==> src/rtl/fetch_unit_pkg.sv <==
// Shared fetch-stage constants: FSM encodings, instruction width, NOP word and PC step.
// Also holds the 2:1 select used for next-PC choice.
package fetch_unit_pkg;

  localparam logic [1:0] FETCH_REQ  = 2'd0;
  localparam logic [1:0] FETCH_WAIT = 2'd1;
  localparam logic [1:0] FETCH_HOLD = 2'd2;

  localparam int unsigned INSTR_W  = 32;
  localparam int unsigned XLEN_MAX = 64;
  localparam int unsigned PC_STEP  = 4;

  localparam logic [INSTR_W-1:0] NOP_INSTR = 32'h0000_0013;

  // Operands are carried at the widest supported XLEN; callers narrow the result.
  function automatic logic [XLEN_MAX-1:0] mux2(input logic                sel,
                                               input logic [XLEN_MAX-1:0] a0,
                                               input logic [XLEN_MAX-1:0] a1);
    return sel ? a1 : a0;
  endfunction

endpackage

==> src/rtl/fetch_unit_pc_reg.sv <==
// Program counter register: synchronous reset to RESET_PC, load on enable.
module pc_reg #(
  parameter int unsigned N        = 64,
  parameter logic [N-1:0] RESET_PC = {N{1'b0}}
) (
  input  logic         clk,
  input  logic         rst,
  input  logic         en,
  input  logic [N-1:0] d,
  output logic [N-1:0] q
);

  always_ff @(posedge clk) begin
    if (rst) begin
      q <= RESET_PC;
    end else if (en) begin
      q <= d;
    end
  end

endmodule

==> src/rtl/fetch_unit.sv <==
// Instruction fetch stage: one outstanding imem read, registered valid/ready
// delivery to decode, and redirect handling that drops an in-flight response.
module fetch_unit
  import fetch_unit_pkg::*;
#(
  parameter int unsigned N        = 64,
  parameter logic [N-1:0] RESET_PC = {N{1'b0}}
) (
  input  logic               clk,
  input  logic               rst,
  input  logic               redirect_valid,
  input  logic [N-1:0]       redirect_pc,
  output logic               imem_req_valid,
  output logic [N-1:0]       imem_req_addr,
  input  logic               imem_req_ready,
  input  logic               imem_resp_valid,
  input  logic [INSTR_W-1:0] imem_resp_data,
  output logic               out_valid,
  output logic [N-1:0]       out_pc,
  output logic [INSTR_W-1:0] out_instr,
  input  logic               out_ready
);

  logic [1:0]         state;
  logic [1:0]         state_d;
  logic               drop;
  logic               drop_d;
  logic               out_valid_d;
  logic [N-1:0]       out_pc_d;
  logic [INSTR_W-1:0] out_instr_d;

  logic               pc_en;
  logic [N-1:0]       pc;
  logic [N-1:0]       pc_next;
  logic [N-1:0]       pc_inc;
  logic [N-1:0]       redirect_tgt;

  // Low two bits of the target are forced to zero; PC increment wraps modulo 2^N.
  assign redirect_tgt = redirect_pc & ~N'(3);
  assign pc_inc       = pc + N'(PC_STEP);
  assign pc_next      = N'(mux2(redirect_valid, XLEN_MAX'(pc_inc), XLEN_MAX'(redirect_tgt)));

  pc_reg #(
    .N        (N),
    .RESET_PC (RESET_PC)
  ) u_pc_reg (
    .clk (clk),
    .rst (rst),
    .en  (pc_en),
    .d   (pc_next),
    .q   (pc)
  );

  // Request outputs decode only registered state.
  assign imem_req_valid = (state == FETCH_REQ);
  assign imem_req_addr  = pc;

  always_ff @(posedge clk) begin
    if (rst) begin
      state     <= FETCH_REQ;
      drop      <= 1'b0;
      out_valid <= 1'b0;
      out_pc    <= {N{1'b0}};
      out_instr <= NOP_INSTR;
    end else begin
      state     <= state_d;
      drop      <= drop_d;
      out_valid <= out_valid_d;
      out_pc    <= out_pc_d;
      out_instr <= out_instr_d;
    end
  end

  always_comb begin
    state_d     = state;
    drop_d      = drop;
    out_valid_d = out_valid;
    out_pc_d    = out_pc;
    out_instr_d = out_instr;
    pc_en       = 1'b0;

    case (state)
      FETCH_REQ: begin
        pc_en = redirect_valid;
        if (imem_req_ready) begin
          state_d = FETCH_WAIT;
          if (redirect_valid) begin
            drop_d = 1'b1;
          end
        end
      end

      FETCH_WAIT: begin
        pc_en = redirect_valid;
        if (imem_resp_valid) begin
          if (drop || redirect_valid) begin
            drop_d  = 1'b0;
            state_d = FETCH_REQ;
          end else begin
            out_instr_d = imem_resp_data;
            out_pc_d    = pc;
            out_valid_d = 1'b1;
            state_d     = FETCH_HOLD;
          end
        end else if (redirect_valid) begin
          drop_d = 1'b1;
        end
      end

      FETCH_HOLD: begin
        // A redirect without a handshake discards the held instruction.
        if (out_ready || redirect_valid) begin
          out_valid_d = 1'b0;
          pc_en       = 1'b1;
          state_d     = FETCH_REQ;
        end
      end

      default: begin
        state_d = FETCH_REQ;
      end
    endcase
  end

endmodule

==> config.mk <==
export PLATFORM = sky130hd
export DESIGN_NAME = fetch_unit
export DESIGN_NICKNAME = d
export VERILOG_FILES = /design/src/rtl/fetch_unit_pkg.sv /design/src/rtl/fetch_unit_pc_reg.sv /design/src/rtl/fetch_unit.sv
export SDC_FILE = /design/constraint.sdc
export NUM_CORES = 1
export LEC_CHECK = 0
export CAP_MARGIN = 20
export CORE_ASPECT_RATIO = 1.1
export CORE_MARGIN = 8
export CORE_UTILIZATION = 42
export CTS_CLUSTER_DIAMETER = 150
export DETAILED_ROUTE_END_ITERATION = 10
export PLACE_DENSITY = 0.86
export SLEW_MARGIN = 15
export SYNTH_ARGS = -nofsm -noshare
export SYNTH_HDL_FRONTEND = slang
export SYNTH_SLANG_ARGS = --single-unit
==> constraint.sdc <==
create_clock -name clk -period 2.3 [get_ports clk]
set_clock_uncertainty 0.2 [all_clocks]
set_input_delay 0.46 -clock clk [delete_from_list [all_inputs] [get_ports clk]]
set_output_delay 0.46 -clock clk [all_outputs]
set_load 0.01 [all_outputs]
# After elaboration in Yosys (flattened, before gate mapping)
# Cells that the tools add are included.
# totals
register_bits	164
output_inout_bits	162
# op_classes
n_addsub	1
n_eq_ne	7
n_mux	17
bitwise_logic	1
reduce_logical	10
# op_table
operator	n
64-bit by 3-bit adder with 64-bit output (second input constant)	1
64-bit 2-to-1 mux	1
3-bit AND reduction	3
1-bit 2-to-1 mux	8
2-bit 2-to-1 mux	4
2-bit inequality test (second input constant)	3
1-bit one-hot mux with 2 select lines	3
2-bit one-hot mux with 3 select lines	1
4-bit AND reduction	1
2-bit nonzero test	2
3-bit inequality test (second input constant)	1
2-bit by 1-bit == test with 1-bit output (second input constant)	1
2-bit == test (second input constant)	1
2-bit zero test	1
1-bit logical OR	2
2-bit by 1-bit inequality test with 1-bit output (second input constant)	1
2-bit OR reduction	1
1-bit NOT	1

# Longest topological paths before layout
# Gate-level depths: netlist (run 1).
# logic_depth
depth_word	4
ltp_mapped	8
mapped_depth_nobuf	6

# Modules after synthesis
# From an unflattened synthesis (run 1), not the netlist that was laid out.
# unflattened
cells_unflattened	1006
area_unflattened_um2	7837.5
# modules_own_cells
module	instances	cells_each	area_per_inst_um2
fetch_unit	1	800	5546.6
pc_reg	1	206	2290.9

# Least setup slack after synthesis (run 1)
# OpenSTA, ideal clock, no wires.
# synth_timing
path_kind	register to register
startpoint	register u_pc_reg.q[2]
endpoint	register u_pc_reg.q[42]
arrival_time_ns	2.096
required_time_ns	1.969
path_slack_ns	-0.127
path_stages_with_launch	8
cell_sequence	dfxtp_1 ha_1 nand3_1 or3_1 clkbuf_1 or4_1 mux2i_1 o22ai_1
# synth_between
elab_chain_cells	2
# synth_rtl
element	line_no	source
from (decl)	fetch_unit_pc_reg.sv:10	output logic [N-1:0] q
from (signal assigned)	fetch_unit_pc_reg.sv:15	q <= RESET_PC;
from (signal assigned)	fetch_unit_pc_reg.sv:17	q <= d;
64-bit by 3-bit adder with 64-bit output	fetch_unit.sv:40	assign pc_inc = pc + N'(PC_STEP);
64-bit 2-to-1 mux	fetch_unit_pkg.sv:19	return sel ? a1 : a0;
# Every way passes these cells.
# A chain may end at the register's enable or synchronous reset.

# Final worst setup path (run 1)
# layout_timing
startpoint	register u_pc_reg.q[16]
endpoint	register u_pc_reg.q[59]
# The elaborated chain is that of the path after synthesis.

==> flow_summary_export.csv, run 1 <==
group,metric,value,unit
cells_and_area,fillCellCount,1508,
clocking,ctsHoldBuffers,0,
setup_path,path_cells,"nand3_2, or4_4, buf_8, or4_4, mux2i_1, o221ai_1",
synth,netlist_area,7960,µm²
sta,finalWorstSetupSlack,0.03768,ns
setup_path,reg2reg_to,"u_pc_reg.q[59]",
grt,grt_pass1_wl,49.07,mm
synth,synth.avg_cell_area,7.538,µm²
clocking,numCtsBuffers,17,
cells_and_area,utilization,0.6637,
setup_path,endpoint_kind,"flip-flop",
run_status,outcome,"finished clean",
grt,grt_pass1_vias,9210,
flow_run,max_cap_violations,0,
clocking,cts.reportedPaths.clkPinSlew,0.06,ns
sta,final-setup-viol-count,0,
pwr,max-vdd-ir-drop,0.0005162,V
sta,period_share,0.9836,
route,wl_per_cell,19.48,µm
min_path,min_path_type,"in -> reg",
route,drtIter0Drc,1105,
setup_path,worstSetupPathType,"reg -> reg",
synth,synthFlopType,"dfxtp_1",
sta,final_hold_viol_count,0,
setup_path,required,2.40,ns
route,ant_nets,0,
sta,finalCriticalPeriod,2.262,ns
synth,yosysSeqAreaShare,0.4024,
synth,synth_seq_cells,160,
setup_path,cp-start-kind,"flip-flop",
sta,worst_pin_slew,0.5982,ns
cells_and_area,stdcell_count,1654,
grt,grt_antenna_before_repair,1,
pwr,leakage,0.004597,µW
clocking,worst_skew_pair.late_latency,0.42,ns
floorplan,dieWidth,147.3,µm
sta,setup_tns,0,ns
setup_path,cp_slowest_cell,"or4_4",
route,vias,9652,
synth,ys_async_sr_fraction,0,
floorplan,io_pins,264,
synth,synthCells,1056,
grt,grt.overflow.total,0,
pwr,power_density,558.7,nW/µm²
clocking,tritoncts,"done",
grt,grt_max_degree,61,
cells_and_area,drive_gt1_frac,0.1792,
route,first_pass_iters,6,
placed_design,globalplace.congestion,0.9926,
synth,synth_edf_count,0,
clocking,cts-htree-levels,4,
setup_path,rr_worst_depth,6,
route,viasPerCell,5.836,
floorplan,die_h,160.4,µm
synth,yosys.cell_types.count,71,
floorplan,dieArea,23620,µm²
synth,synth.largest_area_cell,"dfxtp_1",
synth,synth_warnings,0,
setup_path,regToRegSetupSlack,0.04,ns
synth,synth_top_area_frac,0.4024,
setup_path,crit_fanout,7,
placed_design,dp_hpwl,23.28,mm
clocking,cts.path.max_buffers,2,
route,drc,0,
route,routed_wl,32.22,mm
floorplan,rows,53,
cells_and_area,layout_commonest_cell,"nand2_1",
setup_path,worstPathArrival,2.36,ns
setup_path,r2r_start,"u_pc_reg.q[16]",
min_path,holdPathEnd,"out_pc[50]",
placed_design,preCtsSetupSlack,-0.1732,ns
sta,fmax,442.0,MHz
cells_and_area,mostFrequentLayoutCells,"259 x nand2_1, 253 x clkdlybuf4s50_1, 143 x buf_4",
setup_path,crit_top_cell,"or4_4",
cells_and_area,area_growth,57.03,%
clocking,clockRootBuffer,"clkbuf_16",
grt,grtUsageTotal,0.2551,
placed_design,io_buffers,257,
floorplan,initial_core_util,0.4227,
placed_design,dp.cells,1613,
min_path,min_from,"rst",
synth,yosys-top-cells-area,"dfxtp_1 40%, nand2_1 12%, a21oi_1 8.8%",
sta,rsz0062_at_grt,"yes",
sta,finalMaxSlewViolations,0,
sta,maxSlewHeadroom,0.6012,
min_path,min_path_cells,2,
setup_path,worst_path_largest_cell_delay,0.55,ns
floorplan,coreArea,18830,µm²
cells_and_area,nets,1500,
clocking,numClockSinks,160,
-- routing by layer --
metal | wire length (µm) | GRT usage | part of all wire | vias up
li1 | - | - | - | 4467
met5 | 8 | 0 | 0.00025 | -
met4 | 1166 | 0.1067 | 0.036 | 2
met3 | 3406 | 0.07681 | 0.11 | 101
met1 | 11990 | 0.2904 | 0.37 | 4525
met2 | 15650 | 0.4355 | 0.49 | 557
-- sequential cells by signal, summed over array words and instances (netlist names) --
signal and flops:
out_instr 32, out_pc 62, drop 1, state 2
out_valid 1, u_pc_reg.q 62
-- worst max path at each step --
stage	from	to	cells past startpoint
finish	u_pc_reg.q[16]	u_pc_reg.q[59]	6
global route	u_pc_reg.q[5]	u_pc_reg.q[37]	7
CTS	u_pc_reg.q[8]	u_pc_reg.q[42]	6
detailed placement	out_ready	u_pc_reg.q[52]	7
global placement	out_ready	u_pc_reg.q[52]	7
floorplan	u_pc_reg.q[29]	u_pc_reg.q[42]	6
-- where the power goes --
group	internal, µW	switching, µW	leakage, µW
sequential	2870	102	0.00131
combinational	561	530	0.00299
clock	1800	1120	0.000291
total	5240	1750	0.00460
-- cell usage after synthesis, drive strengths merged, types with 17 or more instances --
| cell | count |
|---|---|
| nand2 | 259 |
| dfxtp | 160 |
| a21oi | 140 |
| clkbuf | 68 |
| nand3 | 49 |
| nor2 | 35 |
| o21ai | 35 |
| and3 | 31 |
| nand4 | 31 |
| buf | 24 |
| nor3 | 23 |
| a31oi | 19 |
| nor4 | 19 |
| or4 | 17 |
-- worst max-delay path: cells and delay by family (launching register included) --
| family | cells | cell delay (ns) |
|---|---|---|
| buf+inv | 1 | 0.16 |
| simple gates | 3 | 1.11 |
| mux | 1 | 0.20 |
| compound gates | 1 | 0.12 |
| flops | 1 | 0.35 |
-- per-stage QoR --
stage	total power [µW]	hold slack [ns]	cell area, µm²
3_5_place_dp	4084	0.2453	11620
5_1_grt	7215	0.1552	12500
3_3_place_gp	4061	0.2409	11620
2_1_floorplan	3455	0.2805	8014
6_report	6984	0.1525	12500
4_1_cts	6984	0.1398	12250
-- cell type report --
cell class,count,area [µm²],area share
multi-input combinational,800,4504,0.3604
timing repair buffer,411,3824,0.3059
sequential,160,3242,0.2594
clock buffer,23,488.0,0.03904
tap,247,309.0,0.02472
clock inverter,5,103.9,0.008308
inverter,7,26.28,0.002102
antenna,1,2.502,0.0002002
-- timing repair --
item	in CTS	in global routing
endpoints found under the hold margin	0	0
resized for setup	10	43
pin swaps	3	20
setup buffers	1	11
setup endpoints to repair	7	31
-- logic make-up (layout without fill, tap and decap cells) --
group | after synthesis | in the layout | share of synthesized area
flops | 160 | 160 | 0.4024
other cells | 1 | 5 | 0.0004711
fa+ha+maj | 1 | 1 | 0.001572
simple gates | 498 | 498 | 0.3032
buf+inv | 99 | 446 | 0.05596
compound gates | 280 | 280 | 0.2144
mux | 17 | 17 | 0.02200
(Power assumes the default switching activity.)
==> run 2, diff against run 1 <==
--- a/config.mk
+++ b/config.mk
@@ -8,10 +8,11 @@
 export CAP_MARGIN = 20
 export CORE_ASPECT_RATIO = 1.1
 export CORE_MARGIN = 8
-export CORE_UTILIZATION = 42
+export CORE_UTILIZATION = 43
+export CTS_BUF_LIST = sky130_fd_sc_hd__clkbuf_4 sky130_fd_sc_hd__clkbuf_8
 export CTS_CLUSTER_DIAMETER = 150
 export DETAILED_ROUTE_END_ITERATION = 10
-export PLACE_DENSITY = 0.86
+export PLACE_DENSITY = 0.88
 export SLEW_MARGIN = 15
 export SYNTH_ARGS = -nofsm -noshare
 export SYNTH_HDL_FRONTEND = slang
==> run 2 against run 1 <==
Effect of this change:
- maximum frequency fell by 1.6%
- largest power group unchanged
- first-iteration DRC count rose by 9.0%
- sequential share of layout area rose by 0.29 points
- clock power fell by 20%
- worst hold slack improved by 0.10 ns
- final area fell by 1.2%
==> flow_summary_export.csv, run 2 (same netlist as run 1, synthesis figures left out) <==
group,metric,value,unit
cells_and_area,nets,1501,
sta,setup_tns,0,ns
cells_and_area,utilization,0.6753,
pwr,p_switching,1721,µW
clocking,cts.path.max_buffers,2,
cells_and_area,layout_commonest_cell,"nand2_1",
sta,worst_pin_slew,0.5890,ns
cells_and_area,mostFrequentLayoutCells,"259 x nand2_1, 250 x clkdlybuf4s50_1, 145 x buf_4",
clocking,numClockSinks,160,
setup_path,worstPathArrival,2.49,ns
pwr,cell_internal_pwr,4694,µW
flow_run,max_cap_violations,0,
sta,period_share,0.9995,
setup_path,worstSetupPathType,"reg -> reg",
min_path,min_path_cells,2,
grt,grt_antenna_before_repair,0,
pwr,seqPwrFrac,0.463,
sta,rsz0062_at_grt,"yes",
route,viasPerCell,5.836,
setup_path,cp_slowest_cell,"or4_1",
pwr,clkPwrFrac,0.365,
grt,grt_max_degree,67,
setup_path,cp-start-kind,"flip-flop",
clocking,clockRootBuffer,"clkbuf_8",
floorplan,coreArea,18280,µm²
setup_path,endpoint_kind,"flip-flop",
route,ant_nets,0,
clocking,numCtsBuffers,17,
cells_and_area,reg_top3,"out_pc x62, u_pc_reg.q x62, out_instr x32",
floorplan,die_h,158.7,µm
cells_and_area,drive_gt1_frac,0.1859,
floorplan,dieArea,23130,µm²
setup_path,regToRegSetupSlack,0.001,ns
pwr,power_density,519.6,nW/µm²
route,drc,0,
cells_and_area,area_growth,55.09,%
setup_path,path_cells,"nand3_1, buf_4, nor4_2, nand3_1, buf_4, or4_1, o211ai_1",
setup_path,required,2.49,ns
pwr,p_sw_frac,0.2683,
sta,final-setup-viol-count,0,
grt,grtUsageTotal,0.2640,
floorplan,initial_core_util,0.4354,
setup_path,rr_worst_depth,7,
placed_design,io_buffers,257,
sta,final_hold_viol_count,0,
sta,fmax,435.0,MHz
route,vias,9641,
sta,finalCriticalPeriod,2.299,ns
route,drtIter0Drc,1205,
setup_path,cp_num_buf_inv,2,
sta,maxSlewHeadroom,0.6074,
setup_path,worst_path_largest_cell_delay,0.50,ns
grt,grt.overflow.total,0,
pwr,max-vdd-ir-drop,0.0003710,V
clocking,worst_skew_pair.late_latency,0.46,ns
clocking,cts.reportedPaths.clkPinSlew,0.09,ns
clocking,tritoncts,"done",
floorplan,rows,52,
setup_path,crit_fanout,8,
grt,grt_pass1_wl,50.18,mm
placed_design,dp_hpwl,23.90,mm
min_path,min_path_type,"reg -> reg",
sta,finalMaxSlewViolations,0,
clocking,cts-htree-levels,4,
setup_path,cp.depth,7,
cells_and_area,n_antenna_cell,0,
setup_path,critPathTopFamily,"simple AND/OR/NAND/NOR gates",
route,wl_per_cell,19.55,µm
floorplan,dieWidth,145.7,µm
pwr,leakage,0.004517,µW
pwr,combPwrFrac,0.171,
cells_and_area,fillCellCount,1459,
route,first_pass_iters,8,
grt,grt_pass1_vias,9377,
route,routed_wl,32.30,mm
run_status,outcome,"finished clean",
floorplan,io_pins,264,
placed_design,globalplace.congestion,0.9602,
-- run 2: cell count changes in the layout (fill, tap and decap cells not counted), moves of 3 or more --
cell | before | now
clkdlybuf4s50_1 | 253 | 250
clkbuf_16 | 17 | 0
dfxtp_2 | 19 | 25
nor4_2 | 4 | 8
clkbuf_8 | 4 | 19
dfxtp_1 | 137 | 134
dfxtp_4 | 4 | 1
buf_6 | 5 | 1
buf_12 | 6 | 9
-- run 2: per-stage QoR --
stage | cells | setup slack, ns | area, µm² | hold WS, ns | power, µW
after floorplan | 1059 | -0.02145 | 8014 | 0.2805 | 3455
after global placement | 1619 | -0.1744 | 11730 | 0.2404 | 4077
after detailed placement | 1619 | -0.1645 | 11730 | 0.2463 | 4108
after CTS | 1652 | -0.02973 | 12190 | 0.2575 | 6413
after global routing | 1652 | -0.04380 | 12350 | 0.2734 | 6637
final | 1652 | 0.001038 | 12350 | 0.2545 | 6415
-- run 2: final timing paths --
kind / start / endpoint
worst max-delay path: u_pc_reg.q[27] / u_pc_reg.q[38]
worst min-delay path: out_instr[17] / out_instr[17]
worst max register to register: u_pc_reg.q[27] / u_pc_reg.q[38]
worst min register to register: out_instr[17] / out_instr[17]
-- run 2: power by group through the flow --
stage	Clock [µW]	Sequential [µW]	Combinational, µW
after floorplan	0	3080	377
after detailed placement	0	3030	1080
final	2340	2970	1100
after global placement	0	3020	1060
after CTS	2360	2970	1090
after global routing	2480	2990	1170
-- run 2: layout make-up --
cell class                      instances  area [µm²]  share of cell area
Inverter                                7       26.28            0.002128
Tap cell                              243       304.0             0.02463
Timing Repair Buffer                  412        3854              0.3122
Multi-Input combinational cell        800        4492              0.3638
Sequential cell                       160        3238              0.2623
Clock inverter                          9       155.1             0.01257
Clock buffer                           21       276.5             0.02240
-- run 2: metal layers --
| layer | global-route usage | share of wire | vias to the layer above |
|---|---|---|---|
| met2 | 0.4424 | 0.48 | 566 |
| li1 | - | - | 4460 |
| met5 | 0 | 0 | - |
| met4 | 0.1251 | 0.045 | 0 |
| met1 | 0.3042 | 0.37 | 4488 |
| met3 | 0.07618 | 0.10 | 127 |
-- run 2: what timing repair did --
action / 4_1_cts / 5_1_grt
buffers inserted: 3 / 0
endpoints found under the setup margin: 16 / 35
endpoints found under the hold margin: 0 / 0
gates resized for setup: 10 / 41
pin swaps: 2 / 5
hold buffers: 0 / 0
-- run 2: worst min-delay path, cell delays in order (launching register included) --
cell     delay, ns
dfxtp_1       0.31
nand2_1       0.05
a21oi_1       0.05
==> run 3, diff against run 2 <==
--- a/config.mk
+++ b/config.mk
@@ -12,7 +12,7 @@
 export CTS_BUF_LIST = sky130_fd_sc_hd__clkbuf_4 sky130_fd_sc_hd__clkbuf_8
 export CTS_CLUSTER_DIAMETER = 150
 export DETAILED_ROUTE_END_ITERATION = 10
-export PLACE_DENSITY = 0.88
+export PLACE_DENSITY = 0.79
 export SLEW_MARGIN = 15
 export SYNTH_ARGS = -nofsm -noshare
 export SYNTH_HDL_FRONTEND = slang
==> run 3 against run 2 <==
Effect of this change:
- sequential share of layout area is 0.099 points higher
- clock-buffer cell count is 3 lower
- combinational power hardly changed
- final area is 0.18% lower
- global-route usage is 0.38 points lower
- setup slack better by 0.019 ns
- worst hold slack worse by 0.0047 ns
- maximum frequency is 0.84% higher
- via count is 2.2% lower
- critical path type unchanged
==> flow_summary_export.csv, run 3 (same netlist as run 1, synthesis figures left out) <==
group,metric,value,unit
min_path,min_path_type,"in -> reg",
clocking,ctsHoldBuffers,0,
setup_path,worstSetupPathType,"reg -> reg",
cells_and_area,final_cell_area,12320,µm²
setup_path,worstPathArrival,2.49,ns
clocking,cts.path.max_buffers,2,
setup_path,endpoint_kind,"flip-flop",
sta,finalCriticalPeriod,2.280,ns
floorplan,die_h,158.7,µm
sta,rsz0062_at_grt,"yes",
placed_design,dp_hpwl,23.16,mm
floorplan,io_pins,264,
sta,worst_pin_slew,0.6077,ns
grt,grt_pass1_vias,9155,
placed_design,dpl_cell_area,11740,µm²
cells_and_area,n_antenna_cell,0,
grt,grtUsageTotal,0.2603,
setup_path,required,2.51,ns
setup_path,rr_worst_depth,8,
route,first_pass_iters,7,
pwr,leakage,0.004524,µW
flow_run,max_cap_violations,0,
sta,finalMaxSlewViolations,0,
clocking,numClockSinks,160,
clocking,worst_skew_pair.late_latency,0.48,ns
setup_path,crit_fanout,7,
sta,whs,0.2499,ns
floorplan,dieWidth,145.7,µm
clocking,cts.reportedPaths.clkPinSlew,0.09,ns
setup_path,r2r_start,"u_pc_reg.q[8]",
cells_and_area,layout_commonest_cell,"nand2_1",
min_path,min_path_cells,3,
floorplan,initial_core_util,0.4354,
cells_and_area,mostFrequentLayoutCells,"259 x nand2_1, 252 x clkdlybuf4s50_1, 145 x buf_4",
route,wl_per_cell,18.83,µm
floorplan,dieArea,23130,µm²
run_status,outcome,"finished clean",
clocking,tritoncts,"done",
grt,grt_max_degree,49,
route,drc,0,
min_path,holdPathEnd,"out_pc[45]",
pwr,power_density,513.5,nW/µm²
route,vias,9428,
sta,fmax,438.6,MHz
grt,grt_pass1_wl,49.30,mm
cells_and_area,area_growth,54.81,%
min_path,min_from,"rst",
pwr,max-vdd-ir-drop,0.0003394,V
sta,final-setup-viol-count,0,
sta,setup_tns,0,ns
placed_design,globalplace.congestion,0.9732,
cells_and_area,drive_gt1_frac,0.1848,
floorplan,coreArea,18280,µm²
clocking,clockRootBuffer,"clkbuf_8",
clocking,cts-htree-levels,4,
route,viasPerCell,5.697,
route,drtIter0Drc,863,
route,routed_wl,31.16,mm
clocking,numCtsBuffers,17,
setup_path,cp-start-kind,"flip-flop",
grt,grt.overflow.total,0,
sta,final_hold_viol_count,0,
setup_path,reg2reg_to,"u_pc_reg.q[44]",
floorplan,rows,52,
placed_design,io_buffers,257,
setup_path,regToRegSetupSlack,0.02,ns
sta,period_share,0.9912,
cells_and_area,nets,1502,
route,ant_nets,0,
cells_and_area,reg_top3,"out_pc x62, u_pc_reg.q x62, out_instr x32",
grt,grt_antenna_before_repair,0,
sta,maxSlewHeadroom,0.5949,
-- run 3: critical path, cell delays in order (launching register included) --
cell and delay [ns]:
dfxtp_2 0.34, nand4_1 0.18, buf_6 0.20, nor4_4 0.30, buf_4 0.16, nand4_1 0.17
buf_4 0.21, or3_1 0.30, a31oi_1 0.15
-- run 3: per-layer routing --
| metal | GRT usage | vias to the layer above | share of wire |
|---|---|---|---|
| li1 | - | 4481 | - |
| met1 | 0.3054 | 4384 | 0.39 |
| met2 | 0.4355 | 477 | 0.48 |
| met3 | 0.07021 | 86 | 0.095 |
| met4 | 0.1180 | 0 | 0.036 |
| met5 | 0 | - | 0 |
-- run 3: final cells by class --
type,instances,area [µm²]
Timing Repair Buffer,413,3864
Tap cell,243,304.0
Clock buffer,18,241.5
Clock inverter,14,178.9
Inverter,7,26.28
Fill cell,1485,5959
Multi-Input combinational cell,800,4464
Sequential cell,160,3244
-- run 3: where the power goes --
part,internal (µW),switching (µW)
Clock,1100,1170
Combinational,566,518
Sequential,2870,101
-- run 3: what timing repair did --
item                                    4_1_cts  5_1_grt
setup buffers                                 1        2
endpoints found under the setup margin       11       38
gates cloned                                  0        0
pin swaps                                     1        9
resized for setup                             8       38
-- run 3: how the worst max path moves through the flow --
stage / start / end / slack (ns) / cells after the start
after floorplan: u_pc_reg.q[29] / u_pc_reg.q[42] / -0.02 / 6
after detailed placement: out_ready / u_pc_reg.q[53] / -0.17 / 6
after global routing: u_pc_reg.q[8] / u_pc_reg.q[44] / -0.06 / 8
final: u_pc_reg.q[8] / u_pc_reg.q[44] / 0.02 / 8
after CTS: u_pc_reg.q[25] / u_pc_reg.q[59] / 0.0008 / 6
after global placement: out_ready / u_pc_reg.q[53] / -0.14 / 6
-- run 3: through the flow --
step / cells / power (µW) / worst slack (ns) / utilization
final: 1655 / 6328 / 0.02017 / 0.6740
after global routing: 1655 / 6564 / -0.06240 / 0.6740
after CTS: 1654 / 6341 / 0.0007685 / 0.6670
after detailed placement: 1621 / 4100 / -0.1722 / 0.6422
after global placement: 1621 / 4082 / -0.1421 / 0.6422
after floorplan: 1059 / 3455 / -0.02145 / -
